==> config.mk <==
export PLATFORM = sky130hd
export DESIGN_NAME = imem_arbiter_flat
export DESIGN_NICKNAME = d
export VERILOG_FILES = /design/src/rtl/imem_arbiter_if.sv /design/src/rtl/imem_arbiter.sv /design/src/flat_wrapper.sv
export SDC_FILE = /design/constraint.sdc
export NUM_CORES = 1
export LEC_CHECK = 0
export CAP_MARGIN = 40
export CORE_AREA = 2 2 152 154
export DETAILED_ROUTE_END_ITERATION = 7
export DIE_AREA = 0 0 154 156
export HOLD_SLACK_MARGIN = 0.05
export PLACE_DENSITY = 0.54
export SYNTH_ARGS = -nofsm -noshare
export SYNTH_HDL_FRONTEND = slang
export SYNTH_SLANG_ARGS = --single-unit
==> constraint.sdc <==
create_clock -name clk -period 2.22 [get_ports clk]
set_input_delay 0.222 -clock clk [delete_from_list [all_inputs] [get_ports clk]]
set_output_delay 0.222 -clock clk [all_outputs]
set_load 0.05 [all_outputs]
==> src/rtl/imem_arbiter_if.sv <==
// Fetch and loader request/response bundle shared with the instruction-memory arbiter.
// The arbiter takes the slave side; fetch unit and loader/debug master drive the master side.
interface imem_arbiter_if #(
  parameter int ADDR_W = 32,
  parameter int DATA_W = 32
);
  logic              f_ren;
  logic [ADDR_W-1:0] f_addr0;
  logic [ADDR_W-1:0] f_addr1;
  logic              f_stall;
  logic              f_rvalid;
  logic [DATA_W-1:0] f_rdata0;
  logic [DATA_W-1:0] f_rdata1;
  logic              ld_req;
  logic              ld_we;
  logic [ADDR_W-1:0] ld_addr;
  logic [DATA_W-1:0] ld_wdata;
  logic              ld_gnt;
  logic              ld_rvalid;
  logic [DATA_W-1:0] ld_rdata;

  modport slave (
    input  f_ren, f_addr0, f_addr1, ld_req, ld_we, ld_addr, ld_wdata,
    output f_stall, f_rvalid, f_rdata0, f_rdata1, ld_gnt, ld_rvalid, ld_rdata
  );

  modport master (
    output f_ren, f_addr0, f_addr1, ld_req, ld_we, ld_addr, ld_wdata,
    input  f_stall, f_rvalid, f_rdata0, f_rdata1, ld_gnt, ld_rvalid, ld_rdata
  );
endinterface

==> src/rtl/imem_arbiter.sv <==
// Shares the dual-port instruction BRAM between fetch (priority) and a loader/debug master,
// bounding loader starvation with a wait counter and loader occupancy with a burst limit.
module imem_arbiter #(
  parameter int ADDR_W    = 32,
  parameter int DATA_W    = 32,
  parameter int MAX_WAIT  = 4,
  parameter int BURST_MAX = 8
) (
  input  logic              clk,
  input  logic              reset,
  imem_arbiter_if.slave     bus,
  output logic              mem_en,
  output logic              mem_we,
  output logic [ADDR_W-1:0] mem_addr0,
  output logic [ADDR_W-1:0] mem_addr1,
  output logic [DATA_W-1:0] mem_wdata,
  input  logic [DATA_W-1:0] mem_rdata0,
  input  logic [DATA_W-1:0] mem_rdata1
);
  localparam int WAIT_W  = $clog2(MAX_WAIT + 1);
  localparam int BURST_W = $clog2(BURST_MAX + 1);
  localparam logic [WAIT_W-1:0]  WAIT_LIMIT_C  = WAIT_W'(MAX_WAIT);
  localparam logic [BURST_W-1:0] BURST_LIMIT_C = BURST_W'(BURST_MAX);

  typedef enum logic {OWN_FETCH = 1'b0, OWN_LOAD = 1'b1} owner_t;

  owner_t             owner_r;
  logic [WAIT_W-1:0]  wait_cnt_r;
  logic [BURST_W-1:0] burst_cnt_r;
  logic               f_rvalid_r;
  logic               ld_rvalid_r;
  logic               ld_gnt_s;
  logic               f_stall_s;
  logic               f_acc_s;

  // Grant decision: fetch wins unless the loader has waited out MAX_WAIT or already owns the port.
  always_comb begin
    ld_gnt_s  = 1'b0;
    f_stall_s = 1'b1;
    if (!reset) begin
      ld_gnt_s  = 1'b0;
      f_stall_s = 1'b1;
    end else if (owner_r == OWN_LOAD) begin
      ld_gnt_s  = bus.ld_req && (burst_cnt_r < BURST_LIMIT_C);
      f_stall_s = bus.f_ren && ld_gnt_s;
    end else begin
      ld_gnt_s  = bus.ld_req && (!bus.f_ren || (wait_cnt_r == WAIT_LIMIT_C));
      f_stall_s = bus.f_ren && ld_gnt_s;
    end
    f_acc_s = bus.f_ren && !f_stall_s;
  end

  // BRAM port mux; idle cycles still present fetch addresses so they never toggle needlessly.
  always_comb begin
    mem_en    = 1'b0;
    mem_we    = 1'b0;
    mem_addr0 = bus.f_addr0;
    mem_addr1 = bus.f_addr1;
    mem_wdata = bus.ld_wdata;
    if (ld_gnt_s) begin
      mem_en    = 1'b1;
      mem_we    = bus.ld_we;
      mem_addr0 = bus.ld_addr;
      mem_addr1 = bus.ld_addr;
    end else if (f_acc_s) begin
      mem_en    = 1'b1;
      mem_we    = 1'b0;
    end else begin
      mem_en    = 1'b0;
      mem_we    = 1'b0;
    end
  end

  // Ownership, starvation/burst counters and read-return flags.
  always_ff @(posedge clk) begin
    if (!reset) begin
      owner_r     <= OWN_FETCH;
      wait_cnt_r  <= '0;
      burst_cnt_r <= '0;
      f_rvalid_r  <= 1'b0;
      ld_rvalid_r <= 1'b0;
    end else begin
      f_rvalid_r  <= f_acc_s;
      ld_rvalid_r <= ld_gnt_s && !bus.ld_we;
      case (owner_r)
        OWN_FETCH: begin
          if (ld_gnt_s) begin
            owner_r     <= OWN_LOAD;
            burst_cnt_r <= BURST_W'(1);
            wait_cnt_r  <= '0;
          end else if (bus.ld_req) begin
            if (wait_cnt_r != WAIT_LIMIT_C) begin
              wait_cnt_r <= wait_cnt_r + WAIT_W'(1);
            end else begin
              wait_cnt_r <= wait_cnt_r;
            end
          end else begin
            wait_cnt_r <= '0;
          end
        end
        OWN_LOAD: begin
          // Loader releases on idle or burst exhaustion; fetch owns this very cycle.
          if (ld_gnt_s) begin
            burst_cnt_r <= burst_cnt_r + BURST_W'(1);
          end else begin
            owner_r     <= OWN_FETCH;
            burst_cnt_r <= '0;
            wait_cnt_r  <= '0;
          end
        end
        default: begin
          owner_r     <= OWN_FETCH;
          burst_cnt_r <= '0;
          wait_cnt_r  <= '0;
        end
      endcase
    end
  end

  assign bus.f_stall   = f_stall_s;
  assign bus.ld_gnt    = ld_gnt_s;
  assign bus.f_rvalid  = f_rvalid_r;
  assign bus.ld_rvalid = ld_rvalid_r;
  assign bus.f_rdata0  = mem_rdata0;
  assign bus.f_rdata1  = mem_rdata1;
  assign bus.ld_rdata  = mem_rdata0;
endmodule

==> src/flat_wrapper.sv <==
// flat-port wrapper written by rule: the top's interface ports become plain ports
module imem_arbiter_flat 
#(
  parameter int ADDR_W    = 32,
  parameter int DATA_W    = 32,
  parameter int MAX_WAIT  = 4,
  parameter int BURST_MAX = 8
)
  (clk, reset, mem_en, mem_we, mem_addr0, mem_addr1, mem_wdata, mem_rdata0, mem_rdata1, bus_f_ren, bus_f_addr0, bus_f_addr1, bus_ld_req, bus_ld_we, bus_ld_addr, bus_ld_wdata, bus_f_stall, bus_f_rvalid, bus_f_rdata0, bus_f_rdata1, bus_ld_gnt, bus_ld_rvalid, bus_ld_rdata);
  imem_arbiter_if #(.ADDR_W(ADDR_W), .DATA_W(DATA_W)) bus_i ();
  input  logic clk;
  input  logic reset;
  output logic mem_en;
  output logic mem_we;
  output logic [ADDR_W-1:0] mem_addr0;
  output logic [ADDR_W-1:0] mem_addr1;
  output logic [DATA_W-1:0] mem_wdata;
  input  logic [DATA_W-1:0] mem_rdata0;
  input  logic [DATA_W-1:0] mem_rdata1;
  input wire logic [$bits(bus_i.f_ren)-1:0] bus_f_ren;
  input wire logic [$bits(bus_i.f_addr0)-1:0] bus_f_addr0;
  input wire logic [$bits(bus_i.f_addr1)-1:0] bus_f_addr1;
  input wire logic [$bits(bus_i.ld_req)-1:0] bus_ld_req;
  input wire logic [$bits(bus_i.ld_we)-1:0] bus_ld_we;
  input wire logic [$bits(bus_i.ld_addr)-1:0] bus_ld_addr;
  input wire logic [$bits(bus_i.ld_wdata)-1:0] bus_ld_wdata;
  output wire logic [$bits(bus_i.f_stall)-1:0] bus_f_stall;
  output wire logic [$bits(bus_i.f_rvalid)-1:0] bus_f_rvalid;
  output wire logic [$bits(bus_i.f_rdata0)-1:0] bus_f_rdata0;
  output wire logic [$bits(bus_i.f_rdata1)-1:0] bus_f_rdata1;
  output wire logic [$bits(bus_i.ld_gnt)-1:0] bus_ld_gnt;
  output wire logic [$bits(bus_i.ld_rvalid)-1:0] bus_ld_rvalid;
  output wire logic [$bits(bus_i.ld_rdata)-1:0] bus_ld_rdata;
  assign bus_i.f_ren = bus_f_ren;
  assign bus_i.f_addr0 = bus_f_addr0;
  assign bus_i.f_addr1 = bus_f_addr1;
  assign bus_i.ld_req = bus_ld_req;
  assign bus_i.ld_we = bus_ld_we;
  assign bus_i.ld_addr = bus_ld_addr;
  assign bus_i.ld_wdata = bus_ld_wdata;
  assign bus_f_stall = bus_i.f_stall;
  assign bus_f_rvalid = bus_i.f_rvalid;
  assign bus_f_rdata0 = bus_i.f_rdata0;
  assign bus_f_rdata1 = bus_i.f_rdata1;
  assign bus_ld_gnt = bus_i.ld_gnt;
  assign bus_ld_rvalid = bus_i.ld_rvalid;
  assign bus_ld_rdata = bus_i.ld_rdata;
  imem_arbiter #(.ADDR_W(ADDR_W), .DATA_W(DATA_W), .MAX_WAIT(MAX_WAIT), .BURST_MAX(BURST_MAX)) u_core (.clk(clk), .reset(reset), .bus(bus_i), .mem_en(mem_en), .mem_we(mem_we), .mem_addr0(mem_addr0), .mem_addr1(mem_addr1), .mem_wdata(mem_wdata), .mem_rdata0(mem_rdata0), .mem_rdata1(mem_rdata1));
endmodule
# --- After elaboration in Yosys (flattened, before gate mapping) ---
# Index checks and enable logic that the tools add are counted.
classes:
  bitwise: 1
  n_eq_ne: 5
  n_reduce_logical: 11
  muxes: 18
  add_sub_neg: 2
  magnitude_cmp: 1
op_table:
  columns: ["operator", "count"]
  rows:
  - ["$mux W32", 2]
  - ["$mux W3", 4]
  - ["$mux W1", 8]
  - ["$mux W4", 2]
  - ["$pmux W4 S2", 1]
  - ["$logic_and A1 B1 Y1", 6]
  - ["$pmux W3 S2", 1]
  - ["$add A4 B1 Y4 const B", 1]
  - ["$lt A4 B4 Y1 const B", 1]
  - ["$ne A4 B2 Y1 const B", 1]
  - ["$add A3 B1 Y3 const B", 1]
  - ["$eq A3 B3 Y1 const B", 1]
  - ["$logic_not A1 Y1", 3]
  - ["$ne A3 B3 Y1 const B", 1]
  - ["$ne A2 B1 Y1 const B", 1]
  - ["$ne A2 B2 Y1 const B", 1]
  - ["$reduce_and A2 Y1", 1]
  - ["$logic_or A1 B1 Y1", 1]
  - ["$not A1 Y1", 1]
word_totals:
  wordCells: 43
  ff_bits: 10
  input_bits: 197

# --- Depth between registers and ports, before layout ---
# Gate-level depths: netlist of run 1.
logic_depth:
  depth_word: 10
  ltp_mapped: 7
  mapped_depth_nobuf: 5

# --- Worst setup path before layout of run 1 ---
# OpenSTA, ideal clock, no wires.
synth_path:
  kind: "reg2out"
  start: "register u_core.wait_cnt_r[0]"
  end: "output mem_en"
  path_buffers: 0
  path_stages_with_launch: 6
  slack_ns: 0.016
  t_required_ns: 1.998
  arrival_time_ns: 1.982
  path_cell_list: "dfxtp_1 inv_1 ha_1 a21bo_2 o211ai_1 a21boi_0"
synth_via:
  elab_chain_len: 10
  elab_cells_between_ends: 12
synth_rtl:
  columns: ["element", "line", "text"]
  rows:
  - ["start: declaration", "imem_arbiter.sv:28", "logic [WAIT_W-1:0] wait_cnt_r;"]
  - ["start signal: assignment", "imem_arbiter.sv:93", "wait_cnt_r <= wait_cnt_r + WAIT_W'(1);"]
  - ["start signal: assignment", "imem_arbiter.sv:95", "wait_cnt_r <= wait_cnt_r;"]
  - ["$eq A3 B3 Y1 *", "imem_arbiter.sv:47", "ld_gnt_s = bus.ld_req && (!bus.f_ren || (wait_cnt_r == WAIT_LIMIT_C));"]
  - ["$logic_or A1 B1 Y1 *", "imem_arbiter.sv:47", null]
  - ["$logic_and A1 B1 Y1 *", "imem_arbiter.sv:47", null]
  - ["$logic_and A1 B1 Y1", "imem_arbiter.sv:48", "f_stall_s = bus.f_ren && ld_gnt_s;"]
  - ["$mux W1", "imem_arbiter.sv:43", "end else if (owner_r == OWN_LOAD) begin"]
  - ["$mux W1", "imem_arbiter.sv:40", "if (!reset) begin"]
  - ["$logic_not A1 Y1", "imem_arbiter.sv:50", "f_acc_s = bus.f_ren && !f_stall_s;"]
  - ["$logic_and A1 B1 Y1", "imem_arbiter.sv:50", null]
  - ["$mux W1", "imem_arbiter.sv:65", "end else if (f_acc_s) begin"]
  - ["$mux W1 *", "imem_arbiter.sv:60", "if (ld_gnt_s) begin"]
  - ["end: declaration", "flat_wrapper.sv:13", "output logic mem_en;"]
# Every way passes the cells marked *; elsewhere a longest branch is shown, timed or not.

# --- Final worst setup path of run 1 ---
layout_path:
  start: "register u_core.wait_cnt_r[1]"
  end: "output mem_addr1[22]"
layout_via:
  elab_chain_len: 6
layout_rtl:
  columns: ["element", "line", "text"]
  rows:
  - ["$eq A3 B3 Y1", "imem_arbiter.sv:47", null]
  - ["$logic_or A1 B1 Y1", "imem_arbiter.sv:47", null]
  - ["$logic_and A1 B1 Y1", "imem_arbiter.sv:47", null]
  - ["$mux W1", "imem_arbiter.sv:43", null]
  - ["$mux W1", "imem_arbiter.sv:40", null]
  - ["$mux W32", "imem_arbiter.sv:60", null]
  - ["end: declaration", "flat_wrapper.sv:16", "output logic [ADDR_W-1:0] mem_addr1;"]
# No other way between the ends.

==> impl_metrics.sql, run 1 <==
INSERT INTO impl_metrics (metric_group, metric, value, unit) VALUES
('logic_synthesis', 'synth_top_family_by_area', 'buffers and inverters', ''),
('sta', 'slew-limit-headroom', '66.9', '%'),
('global_route', 'grt_overflow', '0', ''),
('logic_synthesis', 'muxShareOfSynthArea', '31.9', '%'),
('worst_setup_path', 'endpoint_arrival_time_on_the_critical_path', '2130', 'ps'),
('outcome', 'failed_checks', 'negative setup slack', ''),
('worst_setup_path', 'ff2ff_path_depth', '5', ''),
('power', 'intPower', '0.00102', 'W'),
('power', 'seq_power_share', '11.3', '%'),
('logic_synthesis', 'post_synth_main_area_contributors', 'buf_4 (44%), mux2_2 (24%), dfxtp_1 (8.9%)', ''),
('sta', 'slew_violations', '0', ''),
('logic_synthesis', 'yosysMostFrequentCell', 'buf_4', ''),
('global_route', 'first_global_vias', '2195', ''),
('logic_synthesis', 'syn-num-nets', '455', ''),
('outcome', 'status', 'finished, violations left', ''),
('final_layout', 'num_antenna_cells', '0', ''),
('power', 'power_density', '400', 'nW/µm²'),
('floorplan', 'chipWidth', '154', 'µm'),
('logic_synthesis', 'yosysUniqueCellTypes', '31', ''),
('worst_setup_path', 'worstPathRequired', '2000', 'ps'),
('cts', 'cts_buf_count', '3', ''),
('global_route', 'global_route_wire_length_before_repair', '12600', 'µm'),
('worst_setup_path', 'worst-path-max-fanout', '4', ''),
('sta', 'max_freq', '0.425', 'GHz'),
('final_layout', 'area_growth_syn_to_layout', '84.7', '%'),
('sta', 'rsz0062_at_grt', 'true', ''),
('sta', 'final.hold.worst_slack', '437', 'ps'),
('logic_synthesis', 'ys_dominant_reg_cell', 'dfxtp_1', ''),
('place', 'post_detail_place_hpwl', '6880', 'µm'),
('power', 'p_sw', '0.000650', 'W'),
('detailed_routing', 'num_vias', '1933', ''),
('place', 'gp_congestion', '0.699', ''),
('cts', 'cts.htree.levels', '1', ''),
('floorplan', 'core_area', '22400', 'µm²'),
('logic_synthesis', 'netlist_area_before_placement', '2260', 'µm²'),
('power', 'total_design_power', '0.00167', 'W'),
('sta', 'final_critical_path_setup_slack', '-135', 'ps'),
('power', 'share_comb_of_total_power', '66.6', '%'),
('detailed_routing', 'routed_wl', '9530', 'µm'),
('cts', 'clkTransAtPathRegs', '40', 'ps'),
('logic_synthesis', 'netlist.top_cell.by_area', 'buf_4', ''),
('floorplan', 'num_rows', '55', ''),
('sta', 'report.final.setup_viol', '64', ''),
('power', 'p_clk_share', '22.1', '%'),
('detailed_routing', 'wl_per_cell', '15.9', 'µm'),
('logic_synthesis', 'synth_compound_area_share', '5.70', '%'),
('logic_synthesis', 'synthCells', '255', ''),
('worst_setup_path', 'critical_path.max_stage_delay', '330', 'ps'),
('floorplan', 'num_io_pins', '395', ''),
('place', 'number_of_buffers_inserted_by_port_buffering', '170', ''),
('detailed_routing', 'routed_via_density', '3.23', ''),
('power', 'swShare', '38.9', '%'),
('job', 'max_cap_viol_count', '0', ''),
('logic_synthesis', 'postSynthAreaPerCell', '8.87', 'µm²'),
('sta', 'clock_skew', '1.47', 'ps'),
('worst_setup_path', 'reg2reg_setup_slack', '540', 'ps'),
('logic_synthesis', 'adder_cell_area_share_of_the_yosys_netlist', '1.66', '%'),
('min_path', 'class_of_the_worst_hold_path', 'in -> reg', ''),
('final_layout', 'final_layout_size_suffix_gt1_share', '52.7', '%'),
('logic_synthesis', 'synth_top_cells_by_count', 'buf_4 (132), mux2_2 (48), mux2_1 (16), dfxtp_1 (10), inv_1 (7)', ''),
('place', 'dpl_cell_area', '3240', 'µm²'),
('worst_setup_path', 'path_cells', 'inv_2 > ha_4 > a21bo_4 > o2111ai_4 > buf_8 > buf_12 > buf_16 > mux2_4 > buf_8', ''),
('floorplan', 'dieHeight', '156', 'µm'),
('sta', 'finalHoldViolations', '0', ''),
('sta', 'tightestPinTransition', '495', 'ps'),
('cts', 'clock_tree_buffer_depth', '2', ''),
('detailed_routing', 'drt_iter0_drc', '32', ''),
('worst_setup_path', 'critical-path-top-cell-by-count', 'buf_8', ''),
('sta', 'min_period', '2350', 'ps'),
('final_layout', 'post-route-cell-area', '4180', 'µm²'),
('logic_synthesis', 'async_flop_share', '0', '%');
-- layer usage --
| metal | up-vias | routed length (µm) | track usage (%) |
|---|---|---|---|
| met2 | 202 | 4310 | 10.7 |
| met4 | 0 | 243 | 2.40 |
| met1 | 861 | 3480 | 7.32 |
| met5 | - | 0 | 0 |
| li1 | 848 | - | - |
| met3 | 22 | 1500 | 4.97 |
-- stage by stage --
step,instances,TNS (ps)
floorplan,255,0
global placement,581,-8330
detailed placement,581,-7900
CTS,597,-10950
global route,598,-8870
finish,598,-4900
-- final cells by class --
cell class / instances / area [µm²]
clock buffers: 4 / 88.8
fillers: 2427 / 18200
inverters: 7 / 26.3
multi-input cells: 102 / 1230
flip-flops and latches: 10 / 203
well taps: 285 / 357
repair buffers: 190 / 2270
-- critical path: cells and delay by family, from the launching register on --
kind            cells  cell delay [ps]
buf+inv             5              600
compound gates      2              480
flops               1              330
mux                 1              320
fa+ha+maj           1              150
-- what timing repair did --
item / 4_1_cts / 5_1_grt
hold endpoints to repair: 0 / 0
setup endpoints to repair: 64 / 66
gates cloned: 4 / 3
buffers inserted: 8 / 1
resized for setup: 117 / 62
pin swaps: 2 / 3
-- path summary, 6_finish.rpt --
path                                            from                                  to
setup reg to reg   u_core.wait_cnt_r[0]$_SDFFE_PN0P_   u_core.wait_cnt_r[2]$_SDFFE_PN0P_
hold reg to reg   u_core.burst_cnt_r[1]$_SDFFE_PN0P_  u_core.burst_cnt_r[1]$_SDFFE_PN0P_
setup / recovery   u_core.wait_cnt_r[1]$_SDFFE_PN0P_                       mem_addr1[22]
hold / removal                             bus_f_ren      u_core.bus.f_rvalid$_SDFF_PN0_
-- power groups by stage --
stage                     Sequential [W]  Clock (W)  Combinational, W
after floorplan                 0.000198          0           0.00110
after global placement          0.000192          0          0.000875
after detailed placement        0.000192          0          0.000871
after CTS                       0.000189   0.000386           0.00105
after global routing            0.000190   0.000392           0.00116
final                           0.000189   0.000369           0.00111
-- cell families after synthesis --
| kind of cell | after synthesis |
|---|---|
| AOI/OAI and AO/OA | 15 |
| DFF | 10 |
| buffers and inverters | 143 |
| and+or+nand+nor | 20 |
| muxes | 64 |
| adders and majority gates | 3 |
-- registers in the layout, summed over array words and instances, names as in the netlist --
| signal | count |
|---|---|
| u_core.owner_r | 1 |
| u_core.burst_cnt_r | 4 |
| u_core.bus.f_rvalid | 1 |
| u_core.bus.ld_rvalid | 1 |
| u_core.wait_cnt_r | 3 |
-- placed cells by master (no fill, tap or decap), types with 5 or more instances in the layout --
master           synthesis  routed
buf_12                   0       8
buf_4                  132       8
buf_6                    3      29
buf_8                    0      38
clkbuf_16                0       5
clkdlybuf4s50_1          0     101
dfxtp_1                 10       8
inv_1                    7       5
mux2_2                  48       9
mux2_4                   0      55
Power figures use the tool's default switching activity.
==> run 2, diff against run 1 <==
REMOVE_ABC_BUFFERS = 1   (was not set)
==> run 2 against run 1 <==
Against the previous run: clock power down 12%; maximum frequency grew 0.49%; sequential share of layout area up 0.29 points; clock-buffer cell count down 1; sequential power about the same; the run still ends with negative setup slack left; first-iteration DRC count grew to 4.0 times the previous value; clock skew about the same; routed wire length grew to 2.5 times the previous value; core utilization is 1.1 points lower; global-route usage grew 12 points; critical path type unchanged; power shrank 5.5%; register-to-register slack better by 40 ps.
==> impl_metrics.sql, run 2 (synthesis results as in run 1) <==
INSERT INTO impl_metrics (metric_group, metric, value, unit) VALUES
('worst_setup_path', 'worst-path-max-fanout', '6', ''),
('outcome', 'failed_checks', 'negative setup slack', ''),
('cts', 'cts_root_buffer_type', 'clkbuf_16', ''),
('detailed_routing', 'drt_pre_antenna_iters', '4', ''),
('sta', 'final_critical_path_setup_slack', '-123', 'ps'),
('final_layout', 'finish.cell_count_without_fillers', '594', ''),
('detailed_routing', 'drt_iter0_drc', '128', ''),
('global_route', 'globalRouteMet1Util', '10.3', '%'),
('worst_setup_path', 'critical_path.reg2reg.endpoint', 'u_core.wait_cnt_r[2]$_SDFFE_PN0P_', ''),
('sta', 'slew_violations', '0', ''),
('detailed_routing', 'antenna_violation_net_count_after_detailed_routing', '0', ''),
('sta', 'min_period_over_period', '106', '%'),
('sta', 'report.final.setup_viol', '61', ''),
('global_route', 'grt_max_degree', '30', ''),
('sta', 'min_period', '2340', 'ps'),
('sta', 'final.hold.worst_slack', '442', 'ps'),
('detailed_routing', 'wl_per_cell', '40.7', 'µm'),
('floorplan', 'num_io_pins', '395', ''),
('worst_setup_path', 'start_to_end_type_of_the_worst_setup_path', 'reg -> out', ''),
('global_route', 'groute.usage.overall', '18.9', '%'),
('sta', 'rsz0062_at_grt', 'true', ''),
('detailed_routing', 'routed_via_density', '3.57', ''),
('sta', 'tightestPinTransition', '518', 'ps'),
('floorplan', 'num_rows', '55', ''),
('cts', 'cts.htree.levels', '1', ''),
('cts', 'cts_hold_buffers', '0', ''),
('power', 'total_leakage_power', '1.71', 'nW'),
('job', 'max_cap_viol_count', '0', ''),
('worst_setup_path', 'worstPathRequired', '2000', 'ps'),
('cts', 'tritoncts_num_sinks', '10', ''),
('worst_setup_path', 'reg2reg_setup_slack', '580', 'ps'),
('worst_setup_path', 'critical_path.startpoint_type', 'flip-flop', ''),
('global_route', 'grt_busiest_layer', 'met2', ''),
('cts', 'clock_tree_buffer_depth', '2', ''),
('place', 'place_ws', '-189', 'ps'),
('final_layout', 'finish.utilization', '17.6', '%'),
('detailed_routing', 'drcViolationCount', '0', ''),
('global_route', 'grt_overflow', '0', ''),
('outcome', 'status', 'finished, violations left', ''),
('detailed_routing', 'routed_wl', '24200', 'µm'),
('final_layout', 'top_regs', 'u_core.burst_cnt_r (4), u_core.wait_cnt_r (3)', ''),
('cts', 'clkTransAtPathRegs', '40', 'ps'),
('min_path', 'holdPathEnd', 'u_core.bus.f_rvalid$_SDFF_PN0_', ''),
('global_route', 'globalRouteMet2Util', '31.8', '%'),
('detailed_routing', 'num_vias', '2120', ''),
('sta', 'clock_skew', '1.47', 'ps'),
('place', 'dp_cells', '582', ''),
('final_layout', 'biggest_register', 'u_core.burst_cnt_r', ''),
('final_layout', 'most-common-layout-cells', 'clkdlybuf4s50_1 (101), buf_6 (47), mux2_4 (37), mux2_2 (22), buf_8 (17)', ''),
('final_layout', 'final_layout_size_suffix_gt1_share', '50.5', '%'),
('floorplan', 'dieHeight', '156', 'µm'),
('sta', 'finalHoldViolations', '0', ''),
('cts', 'clk-insertion-delay-late', '240', 'ps'),
('global_route', 'antenna_found_initial', '0', ''),
('min_path', 'worst_hold_startpoint', 'bus_f_ren', ''),
('sta', 'max_freq', '0.427', 'GHz'),
('sta', 'slew-limit-headroom', '65.4', '%'),
('worst_setup_path', 'ff2ff_path_depth', '5', ''),
('final_layout', 'num_antenna_cells', '0', ''),
('final_layout', 'final_common_cell', 'clkdlybuf4s50_1', ''),
('global_route', 'global_route_wire_length_before_repair', '28200', 'µm'),
('worst_setup_path', 'endpoint_arrival_time_on_the_critical_path', '2120', 'ps'),
('global_route', 'first_global_vias', '2140', ''),
('place', 'number_of_buffers_inserted_by_port_buffering', '170', ''),
('floorplan', 'fp.dieArea', '24000', 'µm²'),
('worst_setup_path', 'endpoint_kind', 'output port', ''),
('final_layout', 'final_net_count', '511', ''),
('worst_setup_path', 'timing.rr.start', 'u_core.wait_cnt_r[0]$_SDFFE_PN0P_', ''),
('global_route', 'grt_use_met3', '28.1', '%'),
('power', 'peakVddDrop', '229', 'µV'),
('floorplan', 'core_area', '22400', 'µm²'),
('floorplan', 'start_util', '10.1', '%'),
('place', 'post_detail_place_hpwl', '21500', 'µm'),
('power', 'power_density', '401', 'nW/µm²'),
('cts', 'cts_tree', 'built', ''),
('place', 'gp_congestion', '1.00', ''),
('min_path', 'hold_path_depth', '2', ''),
('cts', 'cts_buf_count', '3', ''),
('final_layout', 'area_growth_syn_to_layout', '74.2', '%'),
('final_layout', 'largest_register_ff_count', '4', ''),
('min_path', 'class_of_the_worst_hold_path', 'in -> reg', ''),
('floorplan', 'chipWidth', '154', 'µm'),
('sta', 'setup-tns-final', '-3610', 'ps');
==> run 2: layout make-up <==
type	instances	area [µm²]
fillers	2465	18400
repair buffers	187	2110
multi-input cells	102	1160
well taps	285	357
flip-flops and latches	10	203
clock buffers	3	75.1
inverters	7	26.3
==> run 2: worst max path at each step <==
stage	startpoint	end	slack (ps)	cells past startpoint
final	u_core.wait_cnt_r[1]$_SDFFE_PN0P_	mem_addr0[20]	-120	9
after global routing	u_core.wait_cnt_r[0]$_SDFFE_PN0P_	mem_addr0[20]	-190	9
after floorplan	u_core.wait_cnt_r[0]$_SDFFE_PN0P_	mem_addr0[12]	-600	5
after CTS	u_core.wait_cnt_r[1]$_SDFFE_PN0P_	mem_addr1[18]	-170	9
after detailed placement	bus_f_ren	mem_addr0[20]	-190	6
after global placement	bus_f_ren	mem_addr0[20]	-180	6
==> run 2: routing by layer <==
layer / routed length (µm) / part of all wire, % / vias up
met1: 4810 / 20 / 893
li1: - / - / 836
met5: 0 / 0 / -
met4: 782 / 3.2 / 0
met3: 7640 / 32 / 24
met2: 10900 / 45 / 367
==> run 2: what timing repair did <==
action                                 4_1_cts  5_1_grt
pin swaps                                    2        2
buffers inserted                             5        2
gates cloned                                 4        1
resized for setup                           93       48
endpoints found under the hold margin        0        0
setup endpoints to repair                   64       64
==> run 2: where the power goes <==
part,internal [W],switching (W)
logic,0.000512,0.000549
registers,0.000186,0.00000564
clock network,0.000235,0.0000910
==> run 2: critical path, stage by stage, from the launching register on <==
cell and delay (ps):
dfxtp_2 320, inv_2 40, ha_4 150, a21bo_4 210, o2111ai_4 200, buf_12 190
buf_12 130, buf_16 130, mux2_4 330, buf_8 160
==> run 2: metrics by stage <==
step | cell area [µm²] | power, W
3_3_place_gp | 3220 | 0.00107
3_5_place_dp | 3220 | 0.00107
6_report | 3940 | 0.00158
2_1_floorplan | 1230 | 0.000669
5_1_grt | 3940 | 0.00164
4_1_cts | 3800 | 0.00155
